### src/rtl/mms_scheduler.sv
// Min-max zero-sequence injection for three sign-magnitude Q12.12 phase references,
// using one shared multiplier and one shared adder. Define MMS_SAT_EN to saturate instead of wrap.
module mms_scheduler #(
   parameter int N = 24,
   parameter int Q = 12
) (
   input  logic         clk,
   input  logic         rst,
   input  logic [N-1:0] UA,
   input  logic [N-1:0] UB,
   input  logic [N-1:0] UC,
   input  logic         in_valid,
   output logic         in_ready,
   output logic [N-1:0] outUA,
   output logic [N-1:0] outUB,
   output logic [N-1:0] outUC,
   output logic         out_valid,
   input  logic         out_ready,
   output logic         busy
);

`ifdef MMS_SAT_EN
   localparam bit SAT_EN = 1'b1;
`else
   localparam bit SAT_EN = 1'b0;
`endif

   localparam logic [N-1:0] K1   = N'(24'h001279);
   localparam logic [N-1:0] K2   = {1'b1, (N-1)'(23'h000800)};
   localparam logic [N-2:0] MAXM = '1;
   localparam int           PW   = 2 * (N - 1);

   typedef enum logic [3:0] {
      IDLE, MUL_A, MUL_B, MUL_C, MINMAX, HALF, ADD_A, ADD_B, ADD_C, OUT
   } state_t;

   state_t       state_q, state_d;
   logic [N-1:0] ua_q, ub_q, uc_q, ua_d, ub_d, uc_d;
   logic [N-1:0] ma_q, mb_q, mc_q, ma_d, mb_d, mc_d;
   logic [N-1:0] s_q, h_q, s_d, h_d;
   logic [N-1:0] oa_q, ob_q, oc_q, oa_d, ob_d, oc_d;

   logic [N-1:0]    mul_a, mul_b, mul_res;
   logic [PW-1:0]   prod;
   logic [PW-Q-1:0] prod_sh;
   logic [N-2:0]    mul_mag;

   logic [N-1:0]        add_a, add_b, add_res, max_v, min_v;
   logic [N-1:0]        sum;
   logic [N-2:0]        add_mag;
   logic                add_sgn;
   logic signed [N-1:0] sa, sb, sc;

   function automatic logic signed [N-1:0] sm_to_s(input logic [N-1:0] v);
      logic signed [N-1:0] m;
      m = $signed({1'b0, v[N-2:0]});
      return v[N-1] ? -m : m;
   endfunction

   // Signed view of the products so min/max order by value, not by raw bits
   always_comb begin
      sa = sm_to_s(ma_q);
      sb = sm_to_s(mb_q);
      sc = sm_to_s(mc_q);
      max_v = mc_q;
      min_v = mc_q;
      if (sa >= sb && sa >= sc)  max_v = ma_q;
      else if (sb >= sc)         max_v = mb_q;
      if (sa <= sb && sa <= sc)  min_v = ma_q;
      else if (sb <= sc)         min_v = mb_q;
   end

   // Shared multiplier
   always_comb begin
      mul_b = K1;
      case (state_q)
         MUL_A:   mul_a = ua_q;
         MUL_B:   mul_a = ub_q;
         MUL_C:   mul_a = uc_q;
         default: begin
            mul_a = s_q;
            mul_b = K2;
         end
      endcase
      prod    = {{(N-1){1'b0}}, mul_a[N-2:0]} * {{(N-1){1'b0}}, mul_b[N-2:0]};
      prod_sh = (PW-Q)'(prod >> Q);
      mul_mag = (SAT_EN && |prod_sh[PW-Q-1:N-1]) ? MAXM : prod_sh[N-2:0];
      mul_res = {(mul_a[N-1] ^ mul_b[N-1]) & |mul_mag, mul_mag};
   end

   // Shared adder
   always_comb begin
      add_b = h_q;
      case (state_q)
         MINMAX: begin
            add_a = max_v;
            add_b = min_v;
         end
         ADD_A:   add_a = ma_q;
         ADD_B:   add_a = mb_q;
         default: add_a = mc_q;
      endcase
      sum = {1'b0, add_a[N-2:0]} + {1'b0, add_b[N-2:0]};
      if (add_a[N-1] == add_b[N-1]) begin
         add_mag = (SAT_EN && sum[N-1]) ? MAXM : sum[N-2:0];
         add_sgn = add_a[N-1];
      end else if (add_a[N-2:0] >= add_b[N-2:0]) begin
         add_mag = add_a[N-2:0] - add_b[N-2:0];
         add_sgn = add_a[N-1];
      end else begin
         add_mag = add_b[N-2:0] - add_a[N-2:0];
         add_sgn = add_b[N-1];
      end
      add_res = {add_sgn & |add_mag, add_mag};
   end

   always_comb begin
      state_d = state_q;
      ua_d = ua_q;  ub_d = ub_q;  uc_d = uc_q;
      ma_d = ma_q;  mb_d = mb_q;  mc_d = mc_q;
      s_d  = s_q;   h_d  = h_q;
      oa_d = oa_q;  ob_d = ob_q;  oc_d = oc_q;
      case (state_q)
         IDLE: if (in_valid) begin
            state_d = MUL_A;
            ua_d = UA;  ub_d = UB;  uc_d = UC;
         end
         MUL_A:  begin ma_d = mul_res; state_d = MUL_B;  end
         MUL_B:  begin mb_d = mul_res; state_d = MUL_C;  end
         MUL_C:  begin mc_d = mul_res; state_d = MINMAX; end
         MINMAX: begin s_d  = add_res; state_d = HALF;   end
         HALF:   begin h_d  = mul_res; state_d = ADD_A;  end
         ADD_A:  begin oa_d = add_res; state_d = ADD_B;  end
         ADD_B:  begin ob_d = add_res; state_d = ADD_C;  end
         ADD_C:  begin oc_d = add_res; state_d = OUT;    end
         OUT:    if (out_ready) state_d = IDLE;
         default: state_d = IDLE;
      endcase
   end

   always_ff @(posedge clk) begin
      if (rst) begin
         state_q <= IDLE;
         ua_q <= '0;  ub_q <= '0;  uc_q <= '0;
         ma_q <= '0;  mb_q <= '0;  mc_q <= '0;
         s_q  <= '0;  h_q  <= '0;
         oa_q <= '0;  ob_q <= '0;  oc_q <= '0;
      end else begin
         state_q <= state_d;
         ua_q <= ua_d;  ub_q <= ub_d;  uc_q <= uc_d;
         ma_q <= ma_d;  mb_q <= mb_d;  mc_q <= mc_d;
         s_q  <= s_d;   h_q  <= h_d;
         oa_q <= oa_d;  ob_q <= ob_d;  oc_q <= oc_d;
      end
   end

   assign in_ready  = (state_q == IDLE);
   assign out_valid = (state_q == OUT);
   assign busy      = (state_q != IDLE);
   assign outUA     = oa_q;
   assign outUB     = ob_q;
   assign outUC     = oc_q;

endmodule
### config.mk
export PLATFORM = sky130hd
export DESIGN_NAME = mms_scheduler
export DESIGN_NICKNAME = d
export VERILOG_FILES = /design/src/rtl/mms_scheduler.sv
export SDC_FILE = /design/constraint.sdc
export NUM_CORES = 1
export LEC_CHECK = 0
export BUFFER_PORTS_ARGS = -buffer_cell sky130_fd_sc_hd__buf_4
export CORE_ASPECT_RATIO = 1.2
export CORE_MARGIN = 1.5
export CORE_UTILIZATION = 37
export DETAILED_ROUTE_END_ITERATION = 7
export GPL_TIMING_DRIVEN = 1
export PLACE_DENSITY_LB_ADDON = 0.12
export SLEW_MARGIN = 20
export SYNTH_ARGS = -nofsm -noshare
export SYNTH_HDL_FRONTEND = slang
export SYNTH_SLANG_ARGS = --single-unit
export TNS_END_PERCENT = 10
### constraint.sdc
create_clock -name clk -period 31.8 [get_ports clk]
set_input_delay 0 -clock clk [delete_from_list [all_inputs] [get_ports clk]]
set_output_delay 0 -clock clk [all_outputs]
set_load 0.02 [all_outputs]
==> results.yml <==
run_status:
  outcome: "completed"
grt:
  grt_pass1_wl_microns: 135000
  antenna_found_initial: 3
  grt_pass1_vias: 22100
  grt_max_degree: 103
  grt-ovfl-total: 0
  grt_use_total_pct: 26.7
clock_tree:
  cts_hold_buf: 75
  cts_setup_buffers: 0
  cts_tree: "built"
  cts_resized: 0
  cts.sinks: 268
  numCtsBuffers: 34
  htree_levels: 2
  cts_root_buffer: "clkbuf_16"
  clk_latency_ns: 0.56
  cts_buffer_depth: 3
  clkTransAtPathRegs_ns: 0.06
floorplanning:
  dieArea_sq_mm: 0.0660
  die_y_microns: 281
  core_sq_mm: 0.0634
  initial_core_util_pct: 37.6
  row_count: 101
  die_width_microns: 235
  io_pins: 151
synthesis:
  async_flop_share_pct: 0
  ys_types: 83
  synth.largest_area_cell: "dfxtp_1"
  ys.flop_type: "dfxtp_1"
  synth-edff-count: 0
  synthSimpleGateAreaFrac_pct: 16.7
  post_synth_instance_area_sq_mm: 0.0238
  ys_seq_area_share_pct: 22.5
  synthCells: 3041
  yosysWarnings: 0
  synth_top_family_by_area: "adder cells"
  ys_ff_latch: 268
  avgSynthCellArea_sq_um: 7.84
  synth_compound_area_share_pct: 19.5
  synthMuxAreaShare_pct: 4.22
  synth.top_cell.area_share_pct: 22.5
  synth_fa_ha_area_share_pct: 24.6
  ys_top_cells_by_area: "dfxtp_1 (23%), ha_1 (15%), fa_1 (9.2%)"
  synth_xor_area_share_pct: 4.62
critical_path:
  crit_family: "simple AND/OR/NAND/NOR gates"
  required_ns: 32.18
  worstSetupEndpointType: "register"
  cpPeakStageDelay_ns: 0.77
  cpMaxStageDelayCell: "xnor2_1"
  critical_path_arrival_ns: 11.56
  cp-start-kind: "register"
  critPathKind: "reg -> reg"
  cpMostUsedCell: "o21ai_0"
  worst-path-max-fanout: 41
  path_buf_inv: 4
sta:
  drv_slew: 0
  rsz0062_at_grt: "false"
  hold_viol_final: 0
  fin_ws_ns: 20.62
  fmax_ghz: 0.0895
  max-slew-margin-rel_pct: 15.2
  setup_violations: 0
  period_needed_ns: 11.18
  fin_skew_ns: 0.0247
  max_slew.worst_pin.slew_ns: 1.26
  fin_crit_sh_pct: 35.1
  fin_setup_tns_ns: 0
placed_design:
  placed_cell_area_sq_mm: 0.0257
  dpl.cell_count: 3874
  dpl_worst_slack_ns: 20.88
  io_buffers: 150
  hpwlAfterDp_microns: 68700
  place_congestion: 0.927
final_layout:
  layout_commonest_cell: "nand2_1"
  design_area_sq_mm: 0.0276
  nNetsFinal: 3637
  layout-drive-gt1-share_pct: 10.2
  synthToLayoutAreaGrowth_pct: 15.9
  final_cell_count_no_fill: 4011
  layout_common_cells: "nand2_1 (494), a21oi_1 (292), ha_1 (291), inv_1 (288), dfxtp_1 (266)"
power:
  cellLeakagePower_nw: 12.2
  vdd_ir_drop_max_v: 0.0000586
  pwr_density_cell_mw_per_mm2: 66.2
route:
  drc_errors: 0
  drt_iter0_drc: 1712
  routedWlPerCell_microns: 22.1
  firstDrtPassIters: 6
  routed_via_density: 5.46
  vias: 21900
  drt_wl_total_microns: 88600
  ant_nets: 0
hold_path:
  hold_class: "in -> reg"
run:
  max_cap_violations: 0
cells by family after synthesis:
logic type / Yosys count
simple gates: 913
compound gates: 747
buf+inv: 489
fa+ha+maj: 403
flops: 268
xor+xnor: 122
mux: 97
other cells: 2
per-layer routing:
layer | wire length [microns] | vias to the layer above | global-route usage [%]
met1 | 36600 | 10600 | 31.8
met4 | 3480 | 2 | 10.1
met2 | 45000 | 584 | 49.4
li1 | - | 10600 | -
met5 | 7 | - | 0
met3 | 3510 | 136 | 2.55
through the flow:
stage | power, mW | utilization [%] | hold WS [ns]
finish | 1.83 | 43.6 | 0.0822
global route | 1.94 | 43.6 | 0.117
CTS | 1.83 | 43.5 | 0.0571
detailed placement | 1.41 | 40.5 | 0.255
global placement | 1.40 | 40.5 | 0.248
floorplan | 1.08 | - | 0.136
registers in the layout, summed over array words and instances, names as in the netlist:
signal   flops
state_q      4
uc_q        24
ua_q        24
h_q         24
s_q         24
outUA       24
outUB       24
mc_q        24
ub_q        24
mb_q        24
outUC       24
ma_q        24
cell type report:
class                           count  area [sq um]
Sequential cell                   268          5370
Tap cell                          824          1030
Inverter                          289          1080
Timing Repair Buffer              273          2240
Clock inverter                     14           186
Multi-Input combinational cell   2295         16700
Clock buffer                       47           981
Fill cell                        6466         35800
Antenna cell                        1          2.50
where the power goes:
part / total [mW] / switching [mW] / leakage, nW / internal, mW
combinational: 1.03 / 0.665 / 9.42 / 0.364
sequential: 0.390 / 0.0340 / 2.17 / 0.356
clock: 0.410 / 0.167 / 0.568 / 0.243
total: 1.83 / 0.866 / 12.2 / 0.962
worst paths after layout:
path         startpoint  endpoint  slack, ns  depth (start not counted)
max             mb_q[3]   s_q[23]      20.62                         38
min                 rst    h_q[0]       0.08                          2
max reg2reg     mb_q[3]   s_q[23]      20.62                         38
min reg2reg    ua_q[16]  ua_q[16]       0.45                          2
cell usage after synthesis (all sizes together) (4+ instances only):
cell / instances
a211oi: 90
a21boi: 5
a21o: 32
a21oi: 292
a222oi: 19
a22o: 6
a22oi: 18
a311oi: 4
a31oi: 9
a41oi: 9
and2: 5
and3: 4
and4: 5
buf: 28
clkbuf: 172
dfxtp: 268
fa: 109
ha: 291
inv: 288
mux2: 25
mux2i: 72
nand2: 498
nand2b: 18
nand3: 20
nand3b: 7
nand4: 20
nand4b: 4
nor2: 221
nor2b: 16
nor3: 27
nor3b: 5
nor4: 19
nor4b: 4
o211ai: 6
o21ai: 153
o21bai: 28
o221a: 5
o31a: 4
o31ai: 28
o41ai: 12
or2: 7
or3: 17
or4: 10
xnor2: 85
xor2: 37
Note: power is estimated with default switching activity, not from simulation.
